==> src/rtl/vector_addsub_seq.sv <==
// Sequential element-wise add/subtract of two packed vectors, LANES elements per cycle,
// with per-element wrap or saturate and a sticky signed-overflow flag per operation.
module vector_addsub_seq #(
  parameter int unsigned WIDTH = 32,
  parameter int unsigned SIZE  = 4,
  parameter int unsigned LANES = 1
) (
  input  logic                  clk,
  input  logic                  rst,
  input  logic                  start,
  input  logic                  sub,
  input  logic                  sat,
  input  logic [WIDTH*SIZE-1:0] a,
  input  logic [WIDTH*SIZE-1:0] b,
  output logic [WIDTH*SIZE-1:0] y,
  output logic                  busy,
  output logic                  done,
  output logic                  ovf
);

  localparam int unsigned SafeLanes = (LANES == 0) ? 1 : LANES;
  localparam int unsigned N         = SIZE / SafeLanes;
  localparam int unsigned CntW      = (N > 1) ? $clog2(N) : 1;
  localparam int unsigned VecW      = WIDTH * SIZE;

  if (LANES < 1 || SIZE < 1 || (SIZE % SafeLanes) != 0) begin : g_bad_lanes
    $error("vector_addsub_seq: LANES must be >= 1 and divide SIZE");
  end

  typedef enum logic {StIdle, StRun} state_e;

  state_e            state_q;
  logic [CntW-1:0]   cnt_q;
  logic [VecW-1:0]   a_q, b_q;
  logic              sub_q, sat_q;
  logic [VecW-1:0]   buf_q, buf_d;
  logic              ovf_acc_q, ovf_acc_d;
  logic              last;

  int unsigned       lane_idx [LANES];
  logic [WIDTH-1:0]  lane_val [LANES];
  logic [LANES-1:0]  lane_ovf;

  // Operands are sign-extended to WIDTH+1 bits so a - (-2^(WIDTH-1)) is exact.
  for (genvar l = 0; l < LANES; l++) begin : g_lane
    logic [WIDTH-1:0]   a_el, b_el;
    logic signed [WIDTH:0] ea, eb, res;

    assign lane_idx[l] = 32'(cnt_q) * LANES + 32'(l);
    assign a_el        = a_q[lane_idx[l]*WIDTH +: WIDTH];
    assign b_el        = b_q[lane_idx[l]*WIDTH +: WIDTH];
    assign ea          = {a_el[WIDTH-1], a_el};
    assign eb          = {b_el[WIDTH-1], b_el};
    assign res         = sub_q ? (ea - eb) : (ea + eb);
    assign lane_ovf[l] = res[WIDTH] ^ res[WIDTH-1];

    always_comb begin
      lane_val[l] = res[WIDTH-1:0];
      if (sat_q && lane_ovf[l]) begin
        lane_val[l] = res[WIDTH] ? {1'b1, {(WIDTH-1){1'b0}}} : {1'b0, {(WIDTH-1){1'b1}}};
      end
    end
  end

  // buf_d includes the group being computed this cycle, so the completing edge
  // can publish the whole vector at once.
  always_comb begin
    buf_d = buf_q;
    for (int l = 0; l < LANES; l++) begin
      buf_d[lane_idx[l]*WIDTH +: WIDTH] = lane_val[l];
    end
    ovf_acc_d = ovf_acc_q | (|lane_ovf);
  end

  assign last = (cnt_q == CntW'(N - 1));

  always_ff @(posedge clk) begin
    if (rst) begin
      state_q <= StIdle;
      cnt_q   <= '0;
      busy    <= 1'b0;
      done    <= 1'b0;
      ovf     <= 1'b0;
      y       <= '0;
    end else begin
      done <= 1'b0;
      unique case (state_q)
        StIdle: begin
          if (start) begin
            a_q       <= a;
            b_q       <= b;
            sub_q     <= sub;
            sat_q     <= sat;
            cnt_q     <= '0;
            ovf_acc_q <= 1'b0;
            busy      <= 1'b1;
            state_q   <= StRun;
          end
        end
        StRun: begin
          buf_q     <= buf_d;
          ovf_acc_q <= ovf_acc_d;
          cnt_q     <= cnt_q + 1'b1;
          if (last) begin
            y       <= buf_d;
            ovf     <= ovf_acc_d;
            done    <= 1'b1;
            busy    <= 1'b0;
            state_q <= StIdle;
          end
        end
        default: state_q <= StIdle;
      endcase
    end
  end

endmodule
==> config.mk <==
export PLATFORM = sky130hd
export DESIGN_NAME = vector_addsub_seq
export DESIGN_NICKNAME = d
export VERILOG_FILES = /design/src/rtl/vector_addsub_seq.sv
export SDC_FILE = /design/constraint.sdc
export NUM_CORES = 1
export LEC_CHECK = 0
export ABC_AREA = 1
export CAP_MARGIN = 40
export CORE_UTILIZATION = 50
export CTS_CLUSTER_SIZE = 25
export DETAILED_ROUTE_END_ITERATION = 10
export GPL_TIMING_DRIVEN = 0
export HOLD_SLACK_MARGIN = 0.15
export PLACE_DENSITY = 0.76
export SYNTH_ARGS = -nofsm -noshare
export SYNTH_HDL_FRONTEND = slang
export SYNTH_SLANG_ARGS = --single-unit
export TNS_END_PERCENT = 50
==> constraint.sdc <==
create_clock -name clk -period 20.1 [get_ports clk]
set_clock_uncertainty 0.15 [all_clocks]
set_input_delay 4.02 -clock clk [delete_from_list [all_inputs] [get_ports clk]]
set_output_delay 4.02 -clock clk [all_outputs]
set_load 0.02 [all_outputs]
==> results.yml <==
power_and_ir_drop:
  clkPwrFrac_pct: 35.3
  p_int_uw: 1975
  leakage_uw: 0.01206
  powerDensity_nw_per_um2: 92.65
  switching_power_uw: 822.0
  combinationalPowerShare_pct: 21.3
  ir_worst_vdd_mv: 0.1013
  pwr-share-seq_pct: 43.4
  switching_share_pct: 29.39
floorplanning:
  pin_count: 392
  initial_utilization_pct: 51.19
  num_rows: 78
  fp.dieW_um: 218.5
  die_h_um: 218.5
  die_area_um2: 47730
  core_area_um2: 45770
outcome:
  outcome: "finished clean"
drt:
  wl_per_cell_um: 19.40
  drc: 0
  num_vias: 18420
  vias_per_cell: 5.346
  ant_nets: 0
  wl_um: 66850
  drtPass1Iterations: 5
  drt_iter0_markers: 1558
finish:
  mostFrequentLayoutCell: "nand2_1"
  final_core_utilization_pct: 65.96
  area_growth_pct: 28.86
  layout-drive-gt1-share_pct: 9.296
  fillCellCount: 3518
  layout_common_cells: "715 x nand2_1, 391 x clkdlybuf4s50_1, 387 x edfxtp_1, 180 x nor2_1, 158 x inv_1"
  finalNetCount: 3098
critical_path:
  critPathKind: "reg2reg"
  critPathLaunchType: "flip-flop"
  rrSetupSlack_ns: 13.65
  crit_path_end_kind: "flip-flop"
  crit_end: "buf_q[12]"
  reg2reg_to: "buf_q[12]"
  crit_path_frequent_cell: "nand2_1"
  required_ns: 20.27
  r2r-start: "cnt_q[0]"
  crit_slowest_cell: "a32oi_1"
  cpPeakStageDelay_ns: 0.58
  critical_path_arrival_ns: 6.62
  r2r_cells: 29
  cp-startpoint: "cnt_q[0]"
  path_max_fanout: 10
clock_tree:
  clk_latency_ns: 0.61
  cts_max_level: 2
  ctsHoldBuffers: 0
  cts.path.max_buffers: 3
  clock-sinks: 521
  cts_setup_buffers: 0
  postCtsResizedCells: 0
  root_buffer: "clkbuf_16"
  clkTransAtPathRegs_ns: 0.06
  cts_tree: "done"
  cts_buffers: 52
logic_synthesis:
  syn_area_per_cell_um2: 10.03
  yosysSeqAreaShare_pct: 61.05
  ys_ff_latch: 521
  async_flop_share_pct: 0
  synth_nets: 2638
  yosysWarnings: 0
  synth_ff_type: "edfxtp_1"
  ys_types: 45
  syn-cell-area_um2: 23430
  syn_inst: 2337
  synth_edf_count: 387
sta:
  fin_crit_sh_pct: 32.07
  max_slew_margin_pct: 45.99
  max_freq_mhz: 155.2
  setup_viol: 0
  maxSlewViolCount: 0
  final.setup.tns_ns: 0
  min_period_ns: 6.445
  hold_violations: 0
  rsz0062_at_grt: "false"
  tightest_slew_ns: 0.8102
global_routing:
  track_usage_pct: 28.03
  antenna_found_initial: 5
  grt_pass1_wl_um: 101500
  grt_overflow_total: 0
  grt_max_degree: 37
  grt_pass1_vias: 18360
placed_design:
  hpwl_um: 51290
  portBuffers: 391
  gp_congestion: 0.9113
job:
  max-cap-violations: 0
worst_hold_path:
  hold_class: "reg2reg"
## logic make-up (layout without fill, tap and decap cells)
group	count (synthesis)	in the layout	synth area share, %
and+or+nand+nor	1110	1110	20.11
DFF	521	521	61.05
AOI/OAI and AO/OA	322	322	9.313
other	0	5	0
xor gates and xnor gates	61	61	2.280
adders and majority gates	40	40	2.168
buffers and inverters	283	786	5.084
## worst max-delay path: cells and delay by family (launching register included)
family                     cells  cell delay [ns]
and+or+nand+nor               13             1.91
buffers and inverters          6             1.23
adders and majority gates      2             0.61
xor gates and xnor gates       2             0.47
AOI/OAI and AO/OA              6             1.29
DFF                            1             0.48
## worst min path at each step
| stage | startpoint | endpoint | slack [ns] | depth (start not counted) |
|---|---|---|---|---|
| after global placement | y[121] | y[121] | 0.29 | 2 |
| after CTS | y[71] | y[71] | 0.30 | 2 |
| final | y[99] | y[99] | 0.30 | 2 |
| after floorplan | buf_q[76] | buf_q[76] | 0.36 | 2 |
| after detailed placement | y[120] | y[120] | 0.29 | 2 |
| after global routing | y[83] | y[83] | 0.31 | 2 |
## through the flow
step / setup slack (ns) / power [µW] / instances / cell area, µm² / hold WS, ns
final: 13.65 / 2797 / 3445 / 30190 / 0.3033
after detailed placement: 13.31 / 1820 / 3343 / 28440 / 0.2903
after CTS: 13.78 / 2795 / 3440 / 30180 / 0.3041
after global placement: 0.2425 / 1817 / 3328 / 28090 / 0.2912
after floorplan: 4.223 / 1605 / 2337 / 23430 / 0.3639
after global routing: 13.30 / 2896 / 3445 / 30190 / 0.3145
## power by group through the flow
stage / clock network, µW / logic [µW] / registers (µW)
global route: 1040 / 642 / 1220
finish: 987 / 596 / 1210
CTS: 994 / 587 / 1210
floorplan: 0 / 358 / 1250
detailed placement: 0 / 584 / 1240
global placement: 0 / 566 / 1250
## Yosys cell counts, types with 2 or more instances
cell	number	area, µm²
nand2_2	12	75.07
nand2_1	715	2684
a21boi_0	2	15.01
o21bai_1	5	37.54
o21bai_2	62	698.2
nor2_1	182	683.2
inv_1	158	593.1
ha_1	39	488.0
nor4_1	3	18.77
dfxtp_1	134	2683
buf_6	11	123.9
edfxtp_1	387	11620
nand4_1	11	68.82
buf_1	15	56.30
a31oi_1	7	43.79
nand3_2	2	20.02
buf_4	3	22.52
a21o_1	5	37.54
a211oi_1	3	22.52
o22ai_1	32	200.2
o21a_1	3	22.52
xor2_1	32	280.3
o31ai_1	3	22.52
a22o_1	2	17.52
nor3_1	8	40.04
a32oi_1	2	17.52
o21ai_2	13	113.9
xnor2_1	29	254.0
clkbuf_1	65	244.0
nand4_2	30	375.4
o21ai_0	117	585.6
buf_2	28	140.1
o21ai_1	20	100.1
nand3_1	142	710.7
a21oi_1	41	205.2
nand3b_1	3	22.52
inv_2	3	11.26
## state kept, by name, indices dropped and copies added (netlist names)
name,count
a_q,128
b_q,128
buf_q,128
y,128
cnt_q,2
busy,1
done,1
ovf,1
ovf_acc_q,1
sat_q,1
state_q,1
sub_q,1
## cell type report
class                           count  area, µm²  share of cell area, %
Timing Repair Buffer              406       4243                  14.05
Clock inverter                     30      227.7                 0.7542
Sequential cell                   521      14300                  47.38
Inverter                          161      604.3                  2.002
Buffer                            122      586.8                  1.944
Tap cell                          600      750.7                  2.487
Antenna cell                        5      12.51                0.04144
Multi-Input combinational cell   1533       7950                  26.33
Clock buffer                       67       1513                  5.010
## layer usage
metal  global-route usage, %  vias to the layer above  part of all wire (%)
li1                        -                     8817                     -
met1                   34.98                     8672                    40
met5                       0                        -                     0
met4                   12.14                        0                   3.8
met2                   48.34                      778                    50
met3                   4.036                      151                   6.4
No activity file was read; power rests on OpenSTA's default activity.
